--- config.mk ---
export PLATFORM = sky130hd
export DESIGN_NAME = magia_fsync_root
export DESIGN_NICKNAME = d
export VERILOG_FILES = /design/src/rtl/magia_fsync_root.sv
export SDC_FILE = /design/constraint.sdc
export NUM_CORES = 1
export LEC_CHECK = 0
export ABC_CLOCK_PERIOD_IN_PS = 10200
export CORE_ASPECT_RATIO = 0.8
export CORE_MARGIN = 2
export CORE_UTILIZATION = 62
export CTS_BUF_LIST = sky130_fd_sc_hd__clkbuf_2
export DETAILED_ROUTE_END_ITERATION = 12
export PLACE_DENSITY = 0.89
export SYNTH_ARGS = -nofsm -noshare
export SYNTH_HDL_FRONTEND = slang
export SYNTH_SLANG_ARGS = --single-unit
--- constraint.sdc ---
create_clock -name clk_i -period 10.2 [get_ports clk_i]
set_input_delay 2.04 -clock clk_i [delete_from_list [all_inputs] [get_ports clk_i]]
set_output_delay 2.04 -clock clk_i [all_outputs]
set_load 0.005 [all_outputs]
--- src/rtl/magia_fsync_root.sv ---
// magia_fsync_root: FractalSync root node for the MAGIA mesh.
// Tracks per-id H/V pending state, completes a barrier when both links have
// requested the same id, and emits one wake per cycle, lowest id first.
// Optional half-pending timeout: define MAGIA_FSYNC_ROOT_TMO_EN.
module magia_fsync_root #(
  parameter int unsigned LVL_W    = 2,
  parameter int unsigned ID_W     = 2,
  parameter int unsigned ROOT_LVL = 2,
  parameter int unsigned TMO_CYC  = 1024
) (
  input  logic                   clk_i,
  input  logic                   rst_ni,
  input  logic                   h_sync_i,
  input  logic [LVL_W-1:0]       h_lvl_i,
  input  logic [ID_W-1:0]        h_id_i,
  input  logic                   v_sync_i,
  input  logic [LVL_W-1:0]       v_lvl_i,
  input  logic [ID_W-1:0]        v_id_i,
  output logic                   wake_o,
  output logic [LVL_W-1:0]       wake_lvl_o,
  output logic [ID_W-1:0]        wake_id_o,
  output logic                   h_err_o,
  output logic [ID_W-1:0]        h_err_id_o,
  output logic                   v_err_o,
  output logic [ID_W-1:0]        v_err_id_o,
  output logic [2*(2**ID_W)-1:0] pending_o,
  output logic [15:0]            done_cnt_o
);

  localparam int unsigned     NIds    = 2**ID_W;
  localparam logic [LVL_W-1:0] RootLvl = LVL_W'(ROOT_LVL);

  logic [NIds-1:0] h_pend_q, h_pend_d;
  logic [NIds-1:0] v_pend_q, v_pend_d;
  logic [NIds-1:0] done_q, done_d;
  logic            wake_q, wake_d;
  logic [ID_W-1:0] wake_id_q, wake_id_d;
  logic            h_err_q, h_err_d;
  logic [ID_W-1:0] h_err_id_q, h_err_id_d;
  logic            v_err_q, v_err_d;
  logic [ID_W-1:0] v_err_id_q, v_err_id_d;
  logic [15:0]     done_cnt_q, done_cnt_d;

  // Timeout service for the current cycle (constant zero when the feature is off).
  logic            tmo_fire;
  logic            tmo_on_h;
  logic [ID_W-1:0] tmo_id;
  logic [NIds-1:0] tmo_clr_h, tmo_clr_v;

`ifdef MAGIA_FSYNC_ROOT_TMO_EN
  localparam int unsigned CntW = $clog2(TMO_CYC + 1);
  localparam logic [CntW-1:0] CntLast = CntW'(TMO_CYC - 1);

  logic [CntW-1:0] tmo_cnt_q [NIds];
  logic [CntW-1:0] tmo_cnt_d [NIds];
  logic [NIds-1:0] half, expired;

  // Pick the lowest expired half-pending id; later ones hold at terminal count.
  always_comb begin
    half      = h_pend_q ^ v_pend_q;
    expired   = '0;
    tmo_fire  = 1'b0;
    tmo_id    = '0;
    tmo_on_h  = 1'b0;
    tmo_clr_h = '0;
    tmo_clr_v = '0;
    for (int k = 0; k < NIds; k++) begin
      expired[k] = half[k] && (tmo_cnt_q[k] >= CntLast);
    end
    for (int k = NIds - 1; k >= 0; k--) begin
      if (expired[k]) begin
        tmo_fire = 1'b1;
        tmo_id   = ID_W'(k);
      end
    end
    if (tmo_fire) begin
      tmo_on_h = h_pend_q[tmo_id];
      if (tmo_on_h) tmo_clr_h[tmo_id] = 1'b1;
      else          tmo_clr_v[tmo_id] = 1'b1;
    end
    for (int k = 0; k < NIds; k++) begin
      tmo_cnt_d[k] = tmo_cnt_q[k];
      if (!half[k] || (tmo_fire && (tmo_id == ID_W'(k)))) tmo_cnt_d[k] = '0;
      else if (!expired[k])                               tmo_cnt_d[k] = tmo_cnt_q[k] + 1'b1;
    end
  end

  // Per-id half-pending counters.
  always_ff @(posedge clk_i or negedge rst_ni) begin
    if (!rst_ni) begin
      for (int k = 0; k < NIds; k++) tmo_cnt_q[k] <= '0;
    end else begin
      for (int k = 0; k < NIds; k++) tmo_cnt_q[k] <= tmo_cnt_d[k];
    end
  end
`else
  assign tmo_fire  = 1'b0;
  assign tmo_on_h  = 1'b0;
  assign tmo_id    = '0;
  assign tmo_clr_h = '0;
  assign tmo_clr_v = '0;
`endif

  logic            h_ok, v_ok;
  logic [NIds-1:0] h_set, v_set, h_nxt, v_nxt, cmpl;

  // Request acceptance, completion, wake scan and error reporting.
  always_comb begin
    h_ok  = h_sync_i && (h_lvl_i == RootLvl) && !h_pend_q[h_id_i] && !done_q[h_id_i];
    v_ok  = v_sync_i && (v_lvl_i == RootLvl) && !v_pend_q[v_id_i] && !done_q[v_id_i];
    h_set = '0;
    v_set = '0;
    if (h_ok) h_set[h_id_i] = 1'b1;
    if (v_ok) v_set[v_id_i] = 1'b1;

    // A timed-out bit is gone before this cycle's requests are merged in.
    h_nxt    = (h_pend_q & ~tmo_clr_h) | h_set;
    v_nxt    = (v_pend_q & ~tmo_clr_v) | v_set;
    cmpl     = h_nxt & v_nxt;
    h_pend_d = h_nxt & ~cmpl;
    v_pend_d = v_nxt & ~cmpl;

    wake_d    = 1'b0;
    wake_id_d = '0;
    for (int k = NIds - 1; k >= 0; k--) begin
      if (done_q[k]) begin
        wake_d    = 1'b1;
        wake_id_d = ID_W'(k);
      end
    end
    done_d = done_q;
    if (wake_d) done_d[wake_id_d] = 1'b0;
    done_d = done_d | cmpl;

    // Two different ids can complete in the same cycle.
    done_cnt_d = done_cnt_q;
    for (int k = 0; k < NIds; k++) begin
      if (cmpl[k]) done_cnt_d = done_cnt_d + 16'd1;
    end

    h_err_d    = h_sync_i && !h_ok;
    h_err_id_d = h_err_d ? h_id_i : '0;
    v_err_d    = v_sync_i && !v_ok;
    v_err_id_d = v_err_d ? v_id_i : '0;
    // A timeout owns its link's error port; a coinciding request error is dropped.
    if (tmo_fire && tmo_on_h) begin
      h_err_d    = 1'b1;
      h_err_id_d = tmo_id;
    end
    if (tmo_fire && !tmo_on_h) begin
      v_err_d    = 1'b1;
      v_err_id_d = tmo_id;
    end
  end

  // State and registered outputs.
  always_ff @(posedge clk_i or negedge rst_ni) begin
    if (!rst_ni) begin
      h_pend_q   <= '0;
      v_pend_q   <= '0;
      done_q     <= '0;
      wake_q     <= 1'b0;
      wake_id_q  <= '0;
      h_err_q    <= 1'b0;
      h_err_id_q <= '0;
      v_err_q    <= 1'b0;
      v_err_id_q <= '0;
      done_cnt_q <= '0;
    end else begin
      h_pend_q   <= h_pend_d;
      v_pend_q   <= v_pend_d;
      done_q     <= done_d;
      wake_q     <= wake_d;
      wake_id_q  <= wake_id_d;
      h_err_q    <= h_err_d;
      h_err_id_q <= h_err_id_d;
      v_err_q    <= v_err_d;
      v_err_id_q <= v_err_id_d;
      done_cnt_q <= done_cnt_d;
    end
  end

  assign wake_o     = wake_q;
  assign wake_id_o  = wake_id_q;
  assign wake_lvl_o = wake_q ? RootLvl : '0;
  assign h_err_o    = h_err_q;
  assign h_err_id_o = h_err_id_q;
  assign v_err_o    = v_err_q;
  assign v_err_id_o = v_err_id_q;
  assign pending_o  = {v_pend_q, h_pend_q};
  assign done_cnt_o = done_cnt_q;

endmodule
Word level (Yosys, flattened, before mapping)
Index checks and enable logic that the tools add are counted.
- add/sub/neg operators: 4
- magnitude comparators: 6
- eq/ne operators: 2
- mux-type cells: 32
- bitwise logic cells: 9
- reductions and logical operators: 17
- operator list (kind ; number):
    16-bit by 1-bit adder with 16-bit output (second input constant) ; 4
    16-bit two-way mux ; 4
    4-bit bitwise AND ; 4
    2-bit two-way mux ; 7
    4-bit two-way mux ; 3
    4-bit OR ; 3
    1-bit logical AND ; 11
    1-bit two-way mux ; 11
    2-bit by 3-bit less-than comparator with 1-bit output (second input constant) ; 3
    1-bit binary-select mux with 2-bit select ; 4
    4-bit NOT ; 2
    1-bit demux with 2-bit select ; 3
    2-bit by 1-bit >= comparator with 1-bit output (second input constant) ; 3
    1-bit logical NOT ; 6
    2-bit == test (second input constant) ; 2
- flip-flop bits (word level): 37
- input port bits: 12
- output and inout port bits: 35
- logic and storage cells: 80

Logic depth before layout (Yosys ltp)
Gate-level depths: netlist of run 1.
- depth after elaboration: 15
- mapped depth: 18
- depth with buffers taken out: 15

Least setup slack after synthesis of run 1
OpenSTA, ideal clock, no wires.
- path kind: input to register
- start: in h_id_i[1]
- end: reg done_cnt_q[10] (netlist: done_cnt_o[10])
- library setup time: 127 ps
- arrival: 6100 ps
- required time: 10073 ps
- setup slack: 3974 ps
- stages: 17
- buffers on the path: 2
- path through: clkbuf_1 nor3_2 a21oi_2 buf_2 or3_1 nand2_1 ha_1 inv_1 or3_1 a221oi_2 xnor2_2 nand3_1 or3_1 a21o_1 a2111oi_1 o21ai_0 xnor2_1
- cells in the longest elaborated chain, start to end: 15
- elaborated cells between the ends (all ways): 23
- those cells by class: add/sub: 3; order compare: 2; mux: 11; bitwise: 2; reduce/logical: 5
- RTL lines (element ; RTL line ; RTL):
    start, declared ; 15 ; input logic [ID_W-1:0] h_id_i,
    parallel branches: the longest is 5 deep, another holds 2-bit by 3-bit less-than comparator with 1-bit output ; - ;
    4-bit two-way mux (*) ; 113 ; if (h_ok) h_set[h_id_i] = 1'b1;
    4-bit OR (*) ; 117 ; h_nxt = (h_pend_q & ~tmo_clr_h) | h_set;
    4-bit bitwise AND (*) ; 119 ; cmpl = h_nxt & v_nxt;
    16-bit two-way mux ; 138 ; if (cmpl[k]) done_cnt_d = done_cnt_d + 16'd1;
    16-bit by 1-bit adder with 16-bit output ; 138 ;
    16-bit two-way mux ; 138 ;
    16-bit by 1-bit adder with 16-bit output ; 138 ;
    16-bit two-way mux ; 138 ;
    16-bit by 1-bit adder with 16-bit output ; 138 ;
    16-bit two-way mux (*) ; 138 ;
    named net done_cnt_d[10] ; 42 ; logic [15:0] done_cnt_q, done_cnt_d;
    end signal, assigned ; 179 ; done_cnt_q <= done_cnt_d;
    end, declared ; 42 ;
Mark *: on every way through the listed nets, which the timed path passes. The select of a mux whose other input is x is not followed.

Worst setup path after layout of run 1
- start: in v_id_i[1]
- end: reg done_cnt_q[10] (netlist: done_cnt_o[10])
- cells in the longest elaborated chain, start to end: 15
- elaborated cells between the ends (all ways): 23
- those cells by class: add/sub: 3; order compare: 2; mux: 11; bitwise: 2; reduce/logical: 5
- RTL lines (element ; RTL line ; RTL):
    start, declared ; 18 ; input logic [ID_W-1:0] v_id_i,
    parallel branches: the longest is 5 deep, another holds 2-bit by 3-bit less-than comparator with 1-bit output ; - ;
    4-bit two-way mux (*) ; 114 ; if (v_ok) v_set[v_id_i] = 1'b1;
    4-bit OR (*) ; 118 ; v_nxt = (v_pend_q & ~tmo_clr_v) | v_set;
    4-bit bitwise AND (*) ; 119 ;
    16-bit two-way mux ; 138 ;
    16-bit by 1-bit adder with 16-bit output ; 138 ;
    16-bit two-way mux ; 138 ;
    16-bit by 1-bit adder with 16-bit output ; 138 ;
    16-bit two-way mux ; 138 ;
    16-bit by 1-bit adder with 16-bit output ; 138 ;
    16-bit two-way mux (*) ; 138 ;
    named net done_cnt_d[10] ; 42 ;
Marked as above.

==> reports/qor.csv, run 1 <==
metric,value,unit
fmax,125,MHz
root buf cell,clkbuf_2,
Post-Synth XOR/XNOR Area,12.0,%
Fin. Hold Viols,0,
Core ar.,0.00509,mm²
Async SR Flop Fraction,100,%
fin cells,498,
R2R cell count,15,
Worst-Skew Late Latency,0.44,ns
drt total wl,9.83,mm
synthesized net count,415,
worst min path class,reg -> reg,
Leakage Power,1.40,nW
Reg2Reg Launch Point,done_q[0]$_DFF_PN0_,
I/O pin cnt,47,
Final Total Pwr,0.000635,W
DRC Markers,6,
GRT Total Usage,34.8,%
Max stage delay on crit path,1.01,ns
RSZ-0062 raised after global routing,false,
Final TNS setup,0,ns
first-pass GRT wire length,16.5,mm
# setup viols final,0,
Die Footprint,0.00596,mm²
DRT antenna net count,0,
"area leader, netlist",dfrtp_1,
hold path depth,2,
antenna violations before repair,0,
"Primary FF master, synth",dfrtp_1,
final worst path period share,78.5,%
Critical Path RT,10.53,ns
TritonCTS clock tree,done,
Crit-path slowest cell,a2111oi_1,
CTS HTree Levels,2,
Clock Skew,0.0311,ns
Critical R2R Capture,done_cnt_o[10]$_DFF_PN0_,
gate count of the mapped netlist,399,
Die Y,69.4,µm
Hold EP,v_pend_q[2]$_DFF_PN0_,
Simple-Gate Fraction of Synth Area,29.8,%
top-area cell type share of the netlist area,27.9,%
PostCTS Resize Cnt,0,
dpl hpwl,7.47,mm
CP max FO,19,
"commonest non-fill, non-tap cells in the layout","clkdlybuf4s50_1 (44), nor2_1 (37), dfrtp_1 (37)",
Routed WL per cell,19.7,µm
register area share after synthesis,27.9,%
Yosys warnings,0,
post-synthesis mux area share,1.62,%
Worst setup EP type,flip-flop,
Final Worst Setup Slack,2.19,ns
Crit Path Category,in -> reg,
vias per inst,6.88,
Final nets,451,
outcome,"complete, but fails checks",
Post-Place Cells,490,
Synth Area in Compound Gates,23.2,%
R2R Setup Slk,3.96,ns
largest family of logic cells by synthesized area,simple AND/OR/NAND/NOR gates,
measured slew at the worst slew-check pin,1.13,ns
hold_ws,0.620,ns
"Arr. time, crit path",8.34,ns
critical path's top delay family,compound AO/OA/AOI/OAI gates,
Area Growth Syn to Fin,15.6,%
final slew viol count,0,
worst relative slew slack,22.7,%
FP Rows,23,
P per Cell Area,166,mW/mm²
fin crit period,8.01,ns
Area contributors post-synth,"dfrtp_1 (28%), xnor2_1 (8.4%), nor2_1 (4.2%)",
maxcap violations,0,
failing checks,DRC,
clock sinks,37,
Syn Std Cell Area,0.00332,mm²
Antenna Cells,0,
GP Congestion,0.978,
CP cell instances,"clkdlybuf4s50_1, and4bb_2, a21oi_2, o21ai_0, nand2_1, ha_1, inv_1, or3_1, a221oi_2, xnor2_2, nand3_1, or3_1, a21o_1, a2111oi_1, o21ai_0, xnor2_1",
Die Width,85.8,µm
adder-cell area share of the yosys netlist,1.51,%
"most common cell after layout, fill and taps aside",clkdlybuf4s50_1,
GR Overflow Total,0,
Worst setup SP type,input pin,
Yosys cell types,75,
pre-CTS setup slack,2.08,ns
Starting DRT DRC Count,345,
clk slew on worst S/H paths,0.22,ns
# Post-CTS Setup Buffers,0,
Worst VDD drop,0.000174,V
Post-synth EDFFs,0,
syn_area_per_cell,8.32,µm²
share of post-route cells with drive strength above 1,7.57,%
number of global-route vias before repair,3251,
Num CTS Buffers,5,
CP bufs+invs,2,
maximum number of pins on one net before global-route repair,38,
drt first pass iters,9,
total number of vias,3427,
CTS Buffer Depth,2,
critical path depth,16,
synthesized flop and latch total,37,
hold_buf cts,0,
HP Start,h_pend_q[2]$_DFF_PN0_,
Buffers on Ports,45,
Initial Utilization,65.2,%
worst max path at each step:
stage,start,endpoint
floorplan,h_id_i[1],done_cnt_o[10]$_DFF_PN0_
global placement,v_id_i[1],done_cnt_o[10]$_DFF_PN0_
detailed placement,v_id_i[1],done_cnt_o[10]$_DFF_PN0_
CTS,v_id_i[1],done_cnt_o[10]$_DFF_PN0_
global route,v_id_i[1],done_cnt_o[10]$_DFF_PN0_
finish,v_id_i[1],done_cnt_o[10]$_DFF_PN0_
per-stage QoR:
step,cell area [µm²],util [%]
6_report,3840,75.3
5_1_grt,3840,75.3
3_3_place_gp,3770,73.9
3_5_place_dp,3770,73.9
4_1_cts,3840,75.3
2_1_floorplan,3320,-
synth_stat cells, types with 3 or more instances:
library cell,count
dfrtp_1,37
nor2_1,37
nand2_1,32
xnor2_1,32
nand3_1,19
nor3_1,16
a21oi_1,13
inv_1,13
nor4_1,10
o31ai_1,10
nor2b_1,9
xor2_1,9
and2_1,8
nand4_1,8
or3_1,8
clkbuf_1,7
o21ai_0,7
buf_2,6
o211ai_1,6
a211oi_1,5
a21o_1,5
a31oi_1,5
nor3b_1,5
o22ai_1,5
and3_1,4
ha_1,4
o31a_1,4
or2_2,4
a211o_1,3
a41oi_1,3
and4_1,3
mux2_2,3
nand2b_1,3
o2111ai_1,3
worst reg2reg max path, stage by stage (launching register included):
cell and delay [ns]:
dfrtp_1 0.59, nor2_1 0.13, a21oi_2 0.66, o21ai_0 0.27, nand2_1 0.15, ha_1 0.25
inv_1 0.10, or3_1 0.45, a221oi_2 0.55, xnor2_2 0.31, nand3_1 0.42, or3_1 0.47
a21o_1 0.22, a2111oi_1 1.01, o21ai_0 0.28, xnor2_1 0.29
flip-flops by register name (all words and copies together), names as in the netlist:
signal      flops
v_err_o         1
done_cnt_o     16
h_err_id_o      2
wake_id_o       2
done_q          4
h_pend_q        4
v_pend_q        4
h_err_o         1
v_err_id_o      2
wake_o          1
routing by layer:
layer  part of all wire, %  track usage [%]
met1                    42             51.1
met2                    44             51.9
met3                    11             6.19
met4                   2.3             11.1
met5                     0                0
final cells by class:
class                      instances  area (µm²)
sequential                        37         926
clock inverter                     3        46.3
fill                             386        1260
clock buffer                       5        25.0
inverter                          14        52.6
timing repair buffer              45         445
tap                               62        77.6
multi-input combinational        332        2260
power by group:
group,internal [W],switching (W)
clock,0.0000418,0.0000613
sequential,0.000175,0.0000436
combinational,0.000135,0.000179
cell families after synthesis:
family          after synthesis
simple gates                182
compound gates               97
xor+xnor                     43
flops                        37
buf+inv                      30
mux                           5
fa+ha+maj                     4
other cells                   1
Note: power is estimated with default switching activity, not from simulation.
==> inputs of run 2 (changes only) <==
==> config.mk (replaced) <==
export PLATFORM = sky130hd
export DESIGN_NAME = magia_fsync_root
export DESIGN_NICKNAME = d
export VERILOG_FILES = /design/src/rtl/magia_fsync_root.sv
export SDC_FILE = /design/constraint.sdc
export NUM_CORES = 1
export LEC_CHECK = 0
export ABC_CLOCK_PERIOD_IN_PS = 6700
export CORE_ASPECT_RATIO = 0.8
export CORE_MARGIN = 2
export CORE_UTILIZATION = 52
export CTS_BUF_LIST = sky130_fd_sc_hd__clkbuf_2
export DETAILED_ROUTE_END_ITERATION = 12
export PLACE_DENSITY = 0.8
export SYNTH_ARGS = -nofsm -noshare
export SYNTH_HDL_FRONTEND = slang
export SYNTH_SLANG_ARGS = --single-unit
==> constraint.sdc (replaced) <==
create_clock -name clk_i -period 6.7 [get_ports clk_i]
set_input_delay 1.34 -clock clk_i [delete_from_list [all_inputs] [get_ports clk_i]]
set_output_delay 1.34 -clock clk_i [all_outputs]
set_load 0.005 [all_outputs]
==> reports/qor.csv, run 2 (same netlist as run 1, synthesis figures left out) <==
metric,value,unit,change
Global Route met1 Usage,40.8,%,was 51.1%
critical path's top delay family,simple AND/OR/NAND/NOR gates,,was compound AO/OA/AOI/OAI gates
Die Y,75.5,µm,was 69.4 µm
CP cell instances,"clkdlybuf4s50_1, and4bb_2, a21oi_2, buf_4, or3_1, nand2_1, ha_1, inv_1, nor3_1, o221ai_1, o311ai_0, o2111ai_1, or4b_1, nand4_1, o221a_1, or3b_1",,"was clkdlybuf4s50_1, and4bb_2, a21oi_2, o21ai_0, nand2_1, ha_1, inv_1, or3_1, a221oi_2, xnor2_2, nand3_1, or3_1, a21o_1, a2111oi_1, o21ai_0, xnor2_1"
first-pass GRT wire length,15.3,mm,was 16.5 mm
Core ar.,0.00628,mm²,was 0.00509 mm²
Routed WL per cell,18.0,µm,was 19.7 µm
maximum number of pins on one net before global-route repair,38,,unchanged
CP max FO,18,,was 19
clock sinks,37,,unchanged
Worst setup SP type,input pin,,unchanged
Clock Skew,0.0222,ns,was 0.0311 ns
Worst-Skew Late Latency,0.42,ns,was 0.44 ns
GRT Total Usage,27.8,%,was 34.8%
antenna violations before repair,0,,unchanged
Final TNS setup,0,ns,unchanged
# setup viols final,0,,unchanged
dpl hpwl,7.18,mm,was 7.47 mm
Crit Path Category,in -> reg,,unchanged
DRT antenna net count,0,,unchanged
hold path depth,2,,unchanged
drt first pass iters,5,,was 9
Starting DRT DRC Count,304,,was 345
clk slew on worst S/H paths,0.24,ns,was 0.22 ns
Area Growth Syn to Fin,18.5,%,was 15.6%
"most common cell after layout, fill and taps aside",clkdlybuf4s50_1,,unchanged
vias per inst,6.40,,was 6.88
worst min path class,reg -> reg,,unchanged
GP Congestion,0.981,,was 0.978
Num CTS Buffers,5,,unchanged
CTS HTree Levels,2,,unchanged
met3 Track Usage GR,4.85,%,was 6.19%
Largest register FFs,16,,unchanged
worst relative slew slack,43.9,%,was 22.7%
measured slew at the worst slew-check pin,0.842,ns,was 1.13 ns
"commonest non-fill, non-tap cells in the layout","clkdlybuf4s50_1 (44), nor2_1 (37), dfrtp_1 (37)",,unchanged
Worst VDD drop,0.000173,V,was 0.000174 V
"Arr. time, crit path",6.34,ns,was 8.34 ns
Die Footprint,0.00704,mm²,was 0.00596 mm²
Crit-path slowest cell,o311ai_0,,was a2111oi_1
Critical Path RT,7.03,ns,was 10.53 ns
number of global-route vias before repair,3006,,"was 3,251"
CP bufs+invs,3,,was 2
TritonCTS clock tree,done,,unchanged
M2 GR Usage,43.2,%,was 51.9%
Initial Utilization,52.9,%,was 65.2%
root buf cell,clkbuf_2,,unchanged
share of post-route cells with drive strength above 1,9.44,%,was 7.57%
GR Overflow Total,0,,unchanged
total number of vias,3383,,"was 3,427"
fin crit period,6.01,ns,
critical path depth,16,,unchanged
final worst path period share,89.7,%,
# Post-CTS Setup Buffers,0,,unchanged
P per Cell Area,252,mW/mm²,was 166 mW/mm²
FP Rows,26,,was 23
fill count,549,,was 386
PostCTS Resize Cnt,0,,unchanged
Fin. Hold Viols,0,,unchanged
Die Width,93.3,µm,was 85.8 µm
Final nets,460,,was 451
maxcap violations,0,,unchanged
drt total wl,9.51,mm,was 9.83 mm
Leakage Power,1.45,nW,was 1.40 nW
hold_buf cts,0,,unchanged
final slew viol count,0,,unchanged
Buffers on Ports,45,,unchanged
fmax,166,MHz,
Worst setup EP type,flip-flop,,unchanged
pre-CTS setup slack,0.356,ns,was 2.08 ns
final core occ,62.6,%,was 75.3%
I/O pin cnt,47,,unchanged
Max stage delay on crit path,0.63,ns,was 1.01 ns
CTS Buffer Depth,2,,unchanged
Final Worst Setup Slack,0.693,ns,was 2.19 ns
R2R cell count,15,,unchanged
Antenna Cells,0,,unchanged
outcome,completed,,"was complete, but fails checks"
layer with the highest usage,met2,,unchanged
RSZ-0062 raised after global routing,false,,unchanged
DRC Markers,0,,was 6
[run 2: cell types whose count changed in the layout (fill, tap and decap cells not counted)]
| cell | change |
|---|---|
| buf_4 | +9 |
[run 2: through the flow]
stage	total power, W	std cells	cell area (µm²)	hold slack (ns)
after global placement	0.000819	521	3860	0.576
after CTS	0.000983	529	3930	0.620
final	0.000993	529	3930	0.623
after detailed placement	0.000825	521	3860	0.587
after floorplan	0.000631	399	3320	0.537
after global routing	0.00106	529	3930	0.660
[run 2: worst register-to-register path: stages, from the launching register on]
cell and delay [ns]:
dfrtp_1 0.57, nor2_1 0.24, a21oi_2 0.09, buf_4 0.20
or3_1 0.38, nand2_1 0.13, ha_1 0.25, inv_1 0.10
nor3_1 0.27, o221ai_1 0.41, o311ai_0 0.63, o2111ai_1 0.42
or4b_1 0.62, nand4_1 0.15, o221a_1 0.18, or3b_1 0.34
[run 2: per-layer routing]
metal	up-vias	share of wire, %
li1	1594	-
met1	1606	48
met2	166	43
met3	17	7.9
met4	0	1.3
met5	-	0
[run 2: report_power, final]
group / internal, W / total [W] / switching [W] / leakage (nW)
logic: 0.000219 / 0.000505 / 0.000286 / 0.922
registers: 0.000266 / 0.000331 / 0.0000644 / 0.484
clock network: 0.0000635 / 0.000157 / 0.0000935 / 0.0392
total: 0.000549 / 0.000993 / 0.000444 / 1.45
[run 2: path summary, 6_finish.rpt]
path / slack (ns) / startpoint / endpoint
worst min register to register: 0.62 / h_pend_q[2]$_DFF_PN0_ / v_pend_q[2]$_DFF_PN0_
min in group asynchronous: 0.95 / rst_ni / done_cnt_o[1]$_DFF_PN0_
worst min-delay path: 0.62 / h_pend_q[2]$_DFF_PN0_ / v_pend_q[2]$_DFF_PN0_
max in group asynchronous: 5.19 / rst_ni / h_pend_q[2]$_DFF_PN0_
worst max-delay path: 0.69 / v_id_i[1] / done_cnt_o[15]$_DFF_PN0_
worst max register to register: 1.63 / done_q[0]$_DFF_PN0_ / done_cnt_o[15]$_DFF_PN0_
[run 2: layout make-up]
type                            instances  area [µm²]  area share, %
Clock buffer                            5        25.0          0.636
Clock inverter                          3        46.3           1.18
Inverter                               14        52.6           1.34
Multi-Input combinational cell        332        2260           57.6
Sequential cell                        37         926           23.5
Tap cell                               84         105           2.67
Timing Repair Buffer                   54         513           13.0
==> inputs of run 3 (changes only) <==
--- a/config.mk
+++ b/config.mk
@@ -7,11 +7,13 @@
 export LEC_CHECK = 0
 export ABC_CLOCK_PERIOD_IN_PS = 6700
 export CORE_ASPECT_RATIO = 0.8
-export CORE_MARGIN = 2
+export CORE_MARGIN = 8
 export CORE_UTILIZATION = 52
 export CTS_BUF_LIST = sky130_fd_sc_hd__clkbuf_2
 export DETAILED_ROUTE_END_ITERATION = 12
+export MAX_ROUTING_LAYER = met4
 export PLACE_DENSITY = 0.8
+export REMOVE_ABC_BUFFERS = 1
 export SYNTH_ARGS = -nofsm -noshare
 export SYNTH_HDL_FRONTEND = slang
 export SYNTH_SLANG_ARGS = --single-unit
==> reports/qor.csv, run 3 (same netlist as run 1, synthesis figures left out) <==
metric,value,unit,change
Fin. Hold Viols,0,,unchanged
Worst VDD drop,0.000211,V,was 0.000173 V
Starting DRT DRC Count,550,,was 304
Crit Path Category,in -> reg,,unchanged
Antenna Cells,0,,unchanged
R2R cell count,15,,unchanged
clock sinks,37,,unchanged
# Post-CTS Setup Buffers,0,,unchanged
GRT Total Usage,23.6,%,was 27.8%
Crit-path slowest cell,a2111oi_1,,was o311ai_0
"Cell Area, Placed",0.00385,mm²,was 0.00386 mm²
fin crit period,6.25,ns,was 6.01 ns
Final nets,459,,was 460
Worst setup EP type,flip-flop,,unchanged
Area Growth Syn to Fin,17.2,%,was 18.5%
number of global-route vias before repair,3293,,"was 3,006"
worst relative slew slack,42.4,%,was 43.9%
maxcap violations,0,,unchanged
hold_ws,0.643,ns,was 0.623 ns
final slew viol count,0,,unchanged
drt first pass iters,6,,was 5
Worst-Skew Late Latency,0.42,ns,about the same
Buffers on Ports,45,,unchanged
share of post-route cells with drive strength above 1,8.80,%,was 9.44%
"most common cell after layout, fill and taps aside",clkdlybuf4s50_1,,unchanged
CTS Buffer Depth,2,,unchanged
RSZ-0062 raised after global routing,false,,unchanged
Final Total Pwr,0.000931,W,was 0.000993 W
Leakage Power,1.42,nW,was 1.45 nW
Critical Path RT,7.02,ns,was 7.03 ns
GP Congestion,1.01,,was 0.981
I/O pin cnt,47,,unchanged
multi-input logic area,0.00226,mm²,unchanged
Clock Skew,0.0367,ns,was 0.0222 ns
Die Y,87.5,µm,was 75.5 µm
Routed WL per cell,19.7,µm,was 18.0 µm
Die Footprint,0.00921,mm²,was 0.00704 mm²
first-pass GRT wire length,17.1,mm,was 15.3 mm
post-route design area,0.00389,mm²,was 0.00393 mm²
P per Cell Area,239,mW/mm²,was 252 mW/mm²
# setup viols final,0,,unchanged
root buf cell,clkbuf_2,,unchanged
measured slew at the worst slew-check pin,0.864,ns,was 0.842 ns
Register Area,926,µm²,unchanged
dpl hpwl,8.02,mm,was 7.18 mm
final worst path period share,93.3,%,was 89.7%
clk slew on worst S/H paths,0.22,ns,was 0.24 ns
Max stage delay on crit path,0.78,ns,was 0.63 ns
maximum number of pins on one net before global-route repair,38,,unchanged
fill count,548,,was 549
CP max FO,12,,was 18
TritonCTS clock tree,done,,unchanged
Largest register FFs,16,,unchanged
antenna violations before repair,0,,unchanged
hold_buf cts,0,,unchanged
CP cell instances,"clkdlybuf4s50_1, and4bb_2, a21o_1, nand2_1, mux2_2, ha_1, inv_1, or3_1, a221oi_2, xnor2_2, nand3_1, or3_1, a21o_1, a2111oi_1, o21ai_0, xnor2_1",,"was clkdlybuf4s50_1, and4bb_2, a21oi_2, buf_4, or3_1, nand2_1, ha_1, inv_1, nor3_1, o221ai_1, o311ai_0, o2111ai_1, or4b_1, nand4_1, o221a_1, or3b_1"
DRC Markers,0,,unchanged
hold path depth,2,,unchanged
Core ar.,0.00628,mm²,unchanged
Worst setup SP type,input pin,,unchanged
Final TNS setup,0,ns,unchanged
Num CTS Buffers,5,,unchanged
"commonest non-fill, non-tap cells in the layout","clkdlybuf4s50_1 (44), nor2_1 (37), dfrtp_1 (37)",,unchanged
FP Rows,26,,unchanged
GR Overflow Total,0,,unchanged
vias per inst,6.55,,was 6.40
CTS HTree Levels,2,,unchanged
outcome,completed,,unchanged
"Arr. time, crit path",6.57,ns,was 6.34 ns
DRT antenna net count,0,,unchanged
Die Width,105,µm,was 93.3 µm
fmax,160,MHz,was 166 MHz
worst min path class,reg -> reg,,unchanged
total number of vias,3451,,"was 3,383"
drt total wl,10.4,mm,was 9.51 mm
Initial Utilization,52.9,%,unchanged
PostCTS Resize Cnt,0,,unchanged
## run 3: cell types whose count changed in the layout (fill, tap and decap cells not counted), sizes merged
cell and delta:
buf -1, bufinv -1
## run 3: worst paths after layout
check	startpoint	endpoint	slack, ns
setup / recovery	v_id_i[1]	done_cnt_o[10]$_DFF_PN0_	0.45
hold / removal	v_pend_q[3]$_DFF_PN0_	v_pend_q[3]$_DFF_PN0_	0.64
setup reg to reg	done_q[0]$_DFF_PN0_	done_cnt_o[10]$_DFF_PN0_	1.44
hold reg to reg	v_pend_q[3]$_DFF_PN0_	v_pend_q[3]$_DFF_PN0_	0.64
max in group asynchronous	rst_ni	v_pend_q[0]$_DFF_PN0_	5.14
min in group asynchronous	rst_ni	done_cnt_o[7]$_DFF_PN0_	1.00
## run 3: cell type report
cell class                      instances  area share (%)
Tap cell                               84            2.70
Sequential cell                        37            23.8
Clock buffer                            5           0.643
Inverter                               14            1.35
Clock inverter                          2           0.289
Multi-Input combinational cell        332            58.2
Timing Repair Buffer                   53            13.0
## run 3: critical path, delay by kind of cell
kind	cells	cell delay, ns
buffers and inverters	2	0.59
AND/OR/NAND/NOR	5	1.66
adder cells (fa/ha/maj)	1	0.24
multiplexers	1	0.32
XOR/XNOR	2	0.45
AO/OA/AOI/OAI	5	1.97
## run 3: routing by layer
layer	track usage [%]	vias up	part of all wire [%]
li1	-	1590	-
met5	-	-	0
met1	33.1	1588	43
met4	5.04	0	1.4
met3	5.03	25	13
met2	33.8	248	42
## run 3: per-stage QoR
step / instances / util [%] / setup slack, ns
after CTS: 527 / 62.0 / 0.589
after floorplan: 383 / - / 1.25
after global routing: 527 / 62.0 / 0.135
after global placement: 520 / 61.4 / 0.278
after detailed placement: 520 / 61.4 / 0.155
final: 527 / 62.0 / 0.448
## run 3: power by group
group,switching (W),total (W),internal [W]
clock network,0.0000838,0.000106,0.0000224
logic,0.000281,0.000492,0.000212
registers,0.0000668,0.000333,0.000266
total,0.000431,0.000931,0.000500
==> patch 1, RTL diff (settings of run 2) <==
`ID_W`: 2 -> 3.
--- a/src/rtl/magia_fsync_root.sv
+++ b/src/rtl/magia_fsync_root.sv
@@ -4,7 +4,7 @@
 // Optional half-pending timeout: define MAGIA_FSYNC_ROOT_TMO_EN.
 module magia_fsync_root #(
   parameter int unsigned LVL_W    = 2,
-  parameter int unsigned ID_W     = 2,
+  parameter int unsigned ID_W     = 3,
   parameter int unsigned ROOT_LVL = 2,
   parameter int unsigned TMO_CYC  = 1024
 ) (
Interface: changed (6 resized); port bits go from 47 to 60. No check against the original RTL was run, so the function may have changed too.
==> patch 1 against run 2 <==
- combinational power increased to 2.6 times the old value
- core utilization up 8.9 points
- worst setup slack got worse by 0.53 ns
- area after synthesis increased by 82%
- wire length grew 120%
- critical path depth up 14
- sequential cell count rose by 15
- final area is 110% higher
- count of clock-buffer cells in the layout unchanged
- critical endpoint is now done_cnt_o[14]
- power rose by 100%
- via count increased by 100%
- fmax fell by 8.1%
- global-route usage is 5.2 points higher
==> patch 1: results (changes against run 2) <==
Timing
  – Skew final: 0.0398 ns (was 0.0222 ns)
  – Tightest Pin Transition: 0.693 ns (was 0.842 ns)

Route
  – Initial DRC count: 754 (was 304)
  – Vias per cell: 6.30 (was 6.40)
  – DRT Pass-1 Iters: 7 (was 5)
  – WL final: 21.0 mm (was 9.51 mm)

Final layout
  – Max reg flops: 16 (unchanged)
  – Fraction of layout cells with a size suffix above 1: 0.300 (was 0.0944)
  – Diodes inserted: 0 (unchanged)
  – Final-stage net count: 954 (was 460)

GRT
  – GRT Overall Usage: 0.330 (was 0.278)
  – Largest net degree at the start of global routing: 53 (was 38)
  – Number of global-route vias before repair: 6488 (was 3006)
  – First-pass GRT wire length: 33.4 mm (was 15.3 mm)
  – Initial antenna violation count: 0 (unchanged)

Clock network
  – Clk_lat worst skew: 0.53 ns (was 0.42 ns)
  – CTS Buf Count: 5 (unchanged)
  – H-Tree Depth: 2 (unchanged)
  – CTS root buffer: clkbuf_2 (unchanged)
  – Clock Path Buffers: 2 (unchanged)
  – Clock transition at path regs: 0.38 ns (was 0.24 ns)

Yosys
  – Seq/Total Area, Yosys: 0.216 (was 0.279)
  – Ys async rst share: 1.00 (unchanged)
  – Warnings, synthesis: 0 (unchanged)
  – Largest cells by area after synthesis: dfrtp_1 (22%), xnor2_1 (8.0%), nor2_1 (4.2%) (was dfrtp_1 (28%), xnor2_1 (8.4%), nor2_1 (4.2%))
  – Post-synth cell types: 102 (was 75)
  – Synth cell count leaders: nor2_1 (68), nand2_1 (63), xnor2_1 (55) (was dfrtp_1 (37), nor2_1 (37), nand2_1 (32), xnor2_1 (32), nand3_1 (19))
  – Syn_nets: 751 (was 415)

Worst hold path
  – Hold Crit Class: reg2reg (unchanged)
  – Min-delay src: v_pend_q[5] (was h_pend_q[2])

Outcome
  – Outcome: completed (unchanged)

Pwr
  – Worst vdd ir: 0.222 mV (was 0.173 mV)
  – Leakage: 0.00349 uW (was 0.00145 uW)
  – Sw power: 948 uW (was 444 uW)

Worst setup path
  – Slowest Stage Delay on Critical Path: 0.55 ns (was 0.63 ns)
  – Crit path from: h_sync_i (was v_id_i[1])
  – R2R Path Start: done_q[0] (unchanged)
  – Worst EP arrival: 7.02 ns (was 6.34 ns)
  – CP Max Fanout: 4 (was 18)
  – Highest-delay cell along the critical path: or4_4 (was o311ai_0)

Placed design
  – Routability cong.: 0.950 (was 0.981)
  – Setup WS pre-CTS: -0.877 ns (was 0.356 ns)
  – IO Port Bufs: 58 (was 45)
  – Hpwl dp: 16.2 mm (was 7.18 mm)
[patch 1: cell types whose count changed after synthesis, moves of 17 or more]
cell,delta
a31oi_1,+17
nand2_1,+31
nand3_1,+17
nor2_1,+31
xnor2_1,+23
xor2_1,+19
[patch 1: worst max-delay path: cells and delay by family]
| family | cells | cell delay (ns) |
|---|---|---|
| and+or+nand+nor | 13 | 2.49 |
| muxes | 1 | 0.30 |
| xor gates and xnor gates | 4 | 0.62 |
| adders and majority gates | 4 | 0.90 |
| AOI/OAI and AO/OA | 6 | 0.99 |
| buffers and inverters | 2 | 0.36 |
[patch 1: final timing paths]
kind                             endpoint  cells after the start  slack (ns)
min in group asynchronous     v_pend_q[7]                      2        0.87
min                           h_pend_q[5]                      2        0.59
max reg2reg                done_cnt_o[14]                     30        0.40
min reg2reg                   h_pend_q[5]                      2        0.59
max                        done_cnt_o[14]                     30        0.16
max in group asynchronous  done_cnt_o[10]                      2        5.33
[patch 1: power groups by stage]
stage | Clock [uW] | Sequential [uW] | Combinational, uW
after CTS | 168 | 498 | 1270
after floorplan | 0 | 455 | 753
final | 171 | 504 | 1320
after global routing | 178 | 513 | 1420
after global placement | 0 | 499 | 1180
after detailed placement | 0 | 505 | 1220
[patch 1: layout make-up]
cell class,count,area [um^2]
clock buffers,5,25.0
flip-flops and latches,52,1300
clock inverters,3,33.8
repair buffers,224,1830
fillers,833,3260
multi-input cells,633,4740
inverters,16,60.1
well taps,148,185
[patch 1: stage by stage]
step,cell area [um^2],utilization,TNS (ns),hold WS [ns],instances
after floorplan,6150,-,-0.320,0.519,729
final,8170,0.715,0,0.593,1081
after global routing,8170,0.715,-0.0718,0.629,1081
after detailed placement,7830,0.685,-6.40,0.562,1054
after CTS,8090,0.708,-0.00867,0.589,1079
after global placement,7830,0.685,-4.63,0.564,1054
[patch 1: cells by family (layout without fill, tap and decap cells)]
group,after synthesis,in the layout,synth area share
and+or+nand+nor,331,331,0.311
xor gates and xnor gates,93,93,0.153
DFF,52,52,0.216
buffers and inverters,44,248,0.0392
adders and majority gates,8,8,0.0166
muxes,8,8,0.0141
AOI/OAI and AO/OA,192,192,0.249
other,1,1,0.000622
[patch 1: repair_timing]
action	CTS	global route
setup endpoints to repair	9	9
gates resized for setup	57	16
buffers inserted	17	4
pin swaps	36	23
[patch 1: routing by layer]
metal | wire, um | global-route usage | up-vias
li1 | - | - | 3139
met1 | 9640 | 0.494 | 3274
met2 | 9090 | 0.500 | 350
met3 | 1950 | 0.0565 | 42
met4 | 328 | 0.0691 | 0
met5 | 0 | 0 | -
==> patch 2, RTL diff (config.mk and constraints of run 2) <==
Made on the original files. Remove the register `h_err_q`: a continuous assignment takes its place, so the output `h_err_o` follows one clock earlier.
--- a/src/rtl/magia_fsync_root.sv
+++ b/src/rtl/magia_fsync_root.sv
@@ -161,7 +161,6 @@
       done_q     <= '0;
       wake_q     <= 1'b0;
       wake_id_q  <= '0;
-      h_err_q    <= 1'b0;
       h_err_id_q <= '0;
       v_err_q    <= 1'b0;
       v_err_id_q <= '0;
@@ -172,13 +171,14 @@
       done_q     <= done_d;
       wake_q     <= wake_d;
       wake_id_q  <= wake_id_d;
-      h_err_q    <= h_err_d;
       h_err_id_q <= h_err_id_d;
       v_err_q    <= v_err_d;
       v_err_id_q <= v_err_id_d;
       done_cnt_q <= done_cnt_d;
     end
   end
+
+  assign h_err_q = h_err_d;
 
   assign wake_o     = wake_q;
   assign wake_id_o  = wake_id_q;
Behaviour: not the same (a bounded check fails within 4 cycles, from zero or initial values and one cycle with rst_ni low).
==> patch 2 against run 2 <==
- combinational power hardly changed
- area after synthesis is 0.75% lower
- sequential cell count is 1 lower
- power is 0.52% lower
- cell count is 0.95% lower
- final area is 0.92% lower
- wire length is 2.7% higher
- highest routed layer unchanged
- register-to-register slack worse by 0.21 ns
- worst setup slack worse by 0.18 ns
- first-iteration DRC count is 5.3% higher
- worst hold slack hardly changed
- sequential share of layout area is 0.42 points lower
==> patch 2: results (changes against run 2) <==
Outcome
  – Outcome: completed (unchanged)

Pwr
  – Leakage: 0.00143 uW (was 0.00145 uW)
  – Worst vdd ir: 0.202 mV (was 0.173 mV)

GRT
  – Global routing usage on met3: 0.0661 (was 0.0485)
  – Number of global-route vias before repair: 3127 (was 3006)
  – M1 GR Usage: 0.426 (was 0.408)
  – GRT Overall Usage: 0.296 (was 0.278)
  – First-pass GRT wire length: 16.0 mm (was 15.3 mm)
  – M2 GR Usage: 0.445 (was 0.432)

Clock network
  – Clk_lat worst skew: 0.45 ns (was 0.42 ns)

Final layout
  – # fillers: 534 (was 549)
  – Final-stage net count: 458 (was 460)

Route
  – Via Count: 3472 (was 3383)
  – Initial DRC count: 320 (was 304)
  – WL final: 9.77 mm (was 9.51 mm)

Yosys
  – Synth Area in Adders: 0.0152 (was 0.0151)
  – Seq/Total Area, Yosys: 0.273 (was 0.279)
  – Post-synthesis mux area share: 0.0163 (was 0.0162)
  – Post-synthesis xor/xnor area fraction: 0.121 (was 0.120)
  – Syn_nets: 414 (was 415)
  – Compound-gate portion of the synthesized area: 0.234 (was 0.232)
  – Largest cells by area after synthesis: dfrtp_1 (27%), xnor2_1 (8.5%), nor2_1 (4.2%) (was dfrtp_1 (28%), xnor2_1 (8.4%), nor2_1 (4.2%))

Worst setup path
  – Worst EP arrival: 6.53 ns (was 6.34 ns)
  – Crit path from: h_sync_i (was v_id_i[1])
  – Top delay family on crit path: compound AO/OA/AOI/OAI gates (was simple AND/OR/NAND/NOR gates)

Placed design
  – Hpwl dp: 7.52 mm (was 7.18 mm)
  – Placed cell areas: 3820 um^2 (was 3860 um^2)

Timing
  – Skew final: 0.0390 ns (was 0.0222 ns)
patch 2: cell count changes after synthesis:
cell / change
dfrtp_1: -1
patch 2: cell families (layout without fill, tap and decap cells):
family	Yosys count	in the layout
compound gates	97	97
simple gates	182	182
fa+ha+maj	4	4
mux	5	5
xor+xnor	43	43
buf+inv	30	75
flops	36	36
other cells	1	1
patch 2: routing by layer:
layer  routed length, um  vias up  share of wire
li1                    -     1599              -
met1                4380     1638           0.45
met5                   0        -              0
met4                 198        0          0.020
met2                4170      210           0.43
met3                1020       25           0.10
patch 2: worst paths after layout:
| path | endpoint | slack [ns] | cells after the start |
|---|---|---|---|
| max | done_cnt_o[15] | 0.52 | 17 |
| min | v_pend_q[2] | 0.62 | 2 |
| max reg2reg | done_cnt_o[15] | 1.42 | 16 |
| min reg2reg | v_pend_q[2] | 0.62 | 2 |
| max in group asynchronous | done_cnt_o[5] | 5.20 | 1 |
| min in group asynchronous | h_err_id_o[0] | 0.95 | 1 |
patch 2: report_power, final:
group          internal (uW)  switching [uW]  total, uW
logic                    218             287        505
clock network           64.1            89.8        154
registers                260            68.7        328
total                    542             445        987
patch 2: final cells by class:
type                       instances  area share
timing repair buffer              53       0.130
clock buffer                       5     0.00642
multi-input combinational        332       0.581
clock inverter                     3      0.0119
tap                               81      0.0260
inverter                          14      0.0135
sequential                        36       0.231
patch 2: worst min-delay path, cell delays in order (launching register included):
cell and delay [ns]:
dfrtp_1 0.45, a21o_1 0.12, nor2_1 0.05
patch 2: metrics by stage:
stage                     hold WS [ns]   util  setup WS [ns]  cells
after floorplan                  0.537      -           1.17    398
after CTS                        0.616  0.649          0.743    524
after global routing             0.650  0.649          0.169    524
final                            0.622  0.649          0.516    524
after detailed placement         0.589  0.637          0.310    516
after global placement           0.574  0.637          0.383    516
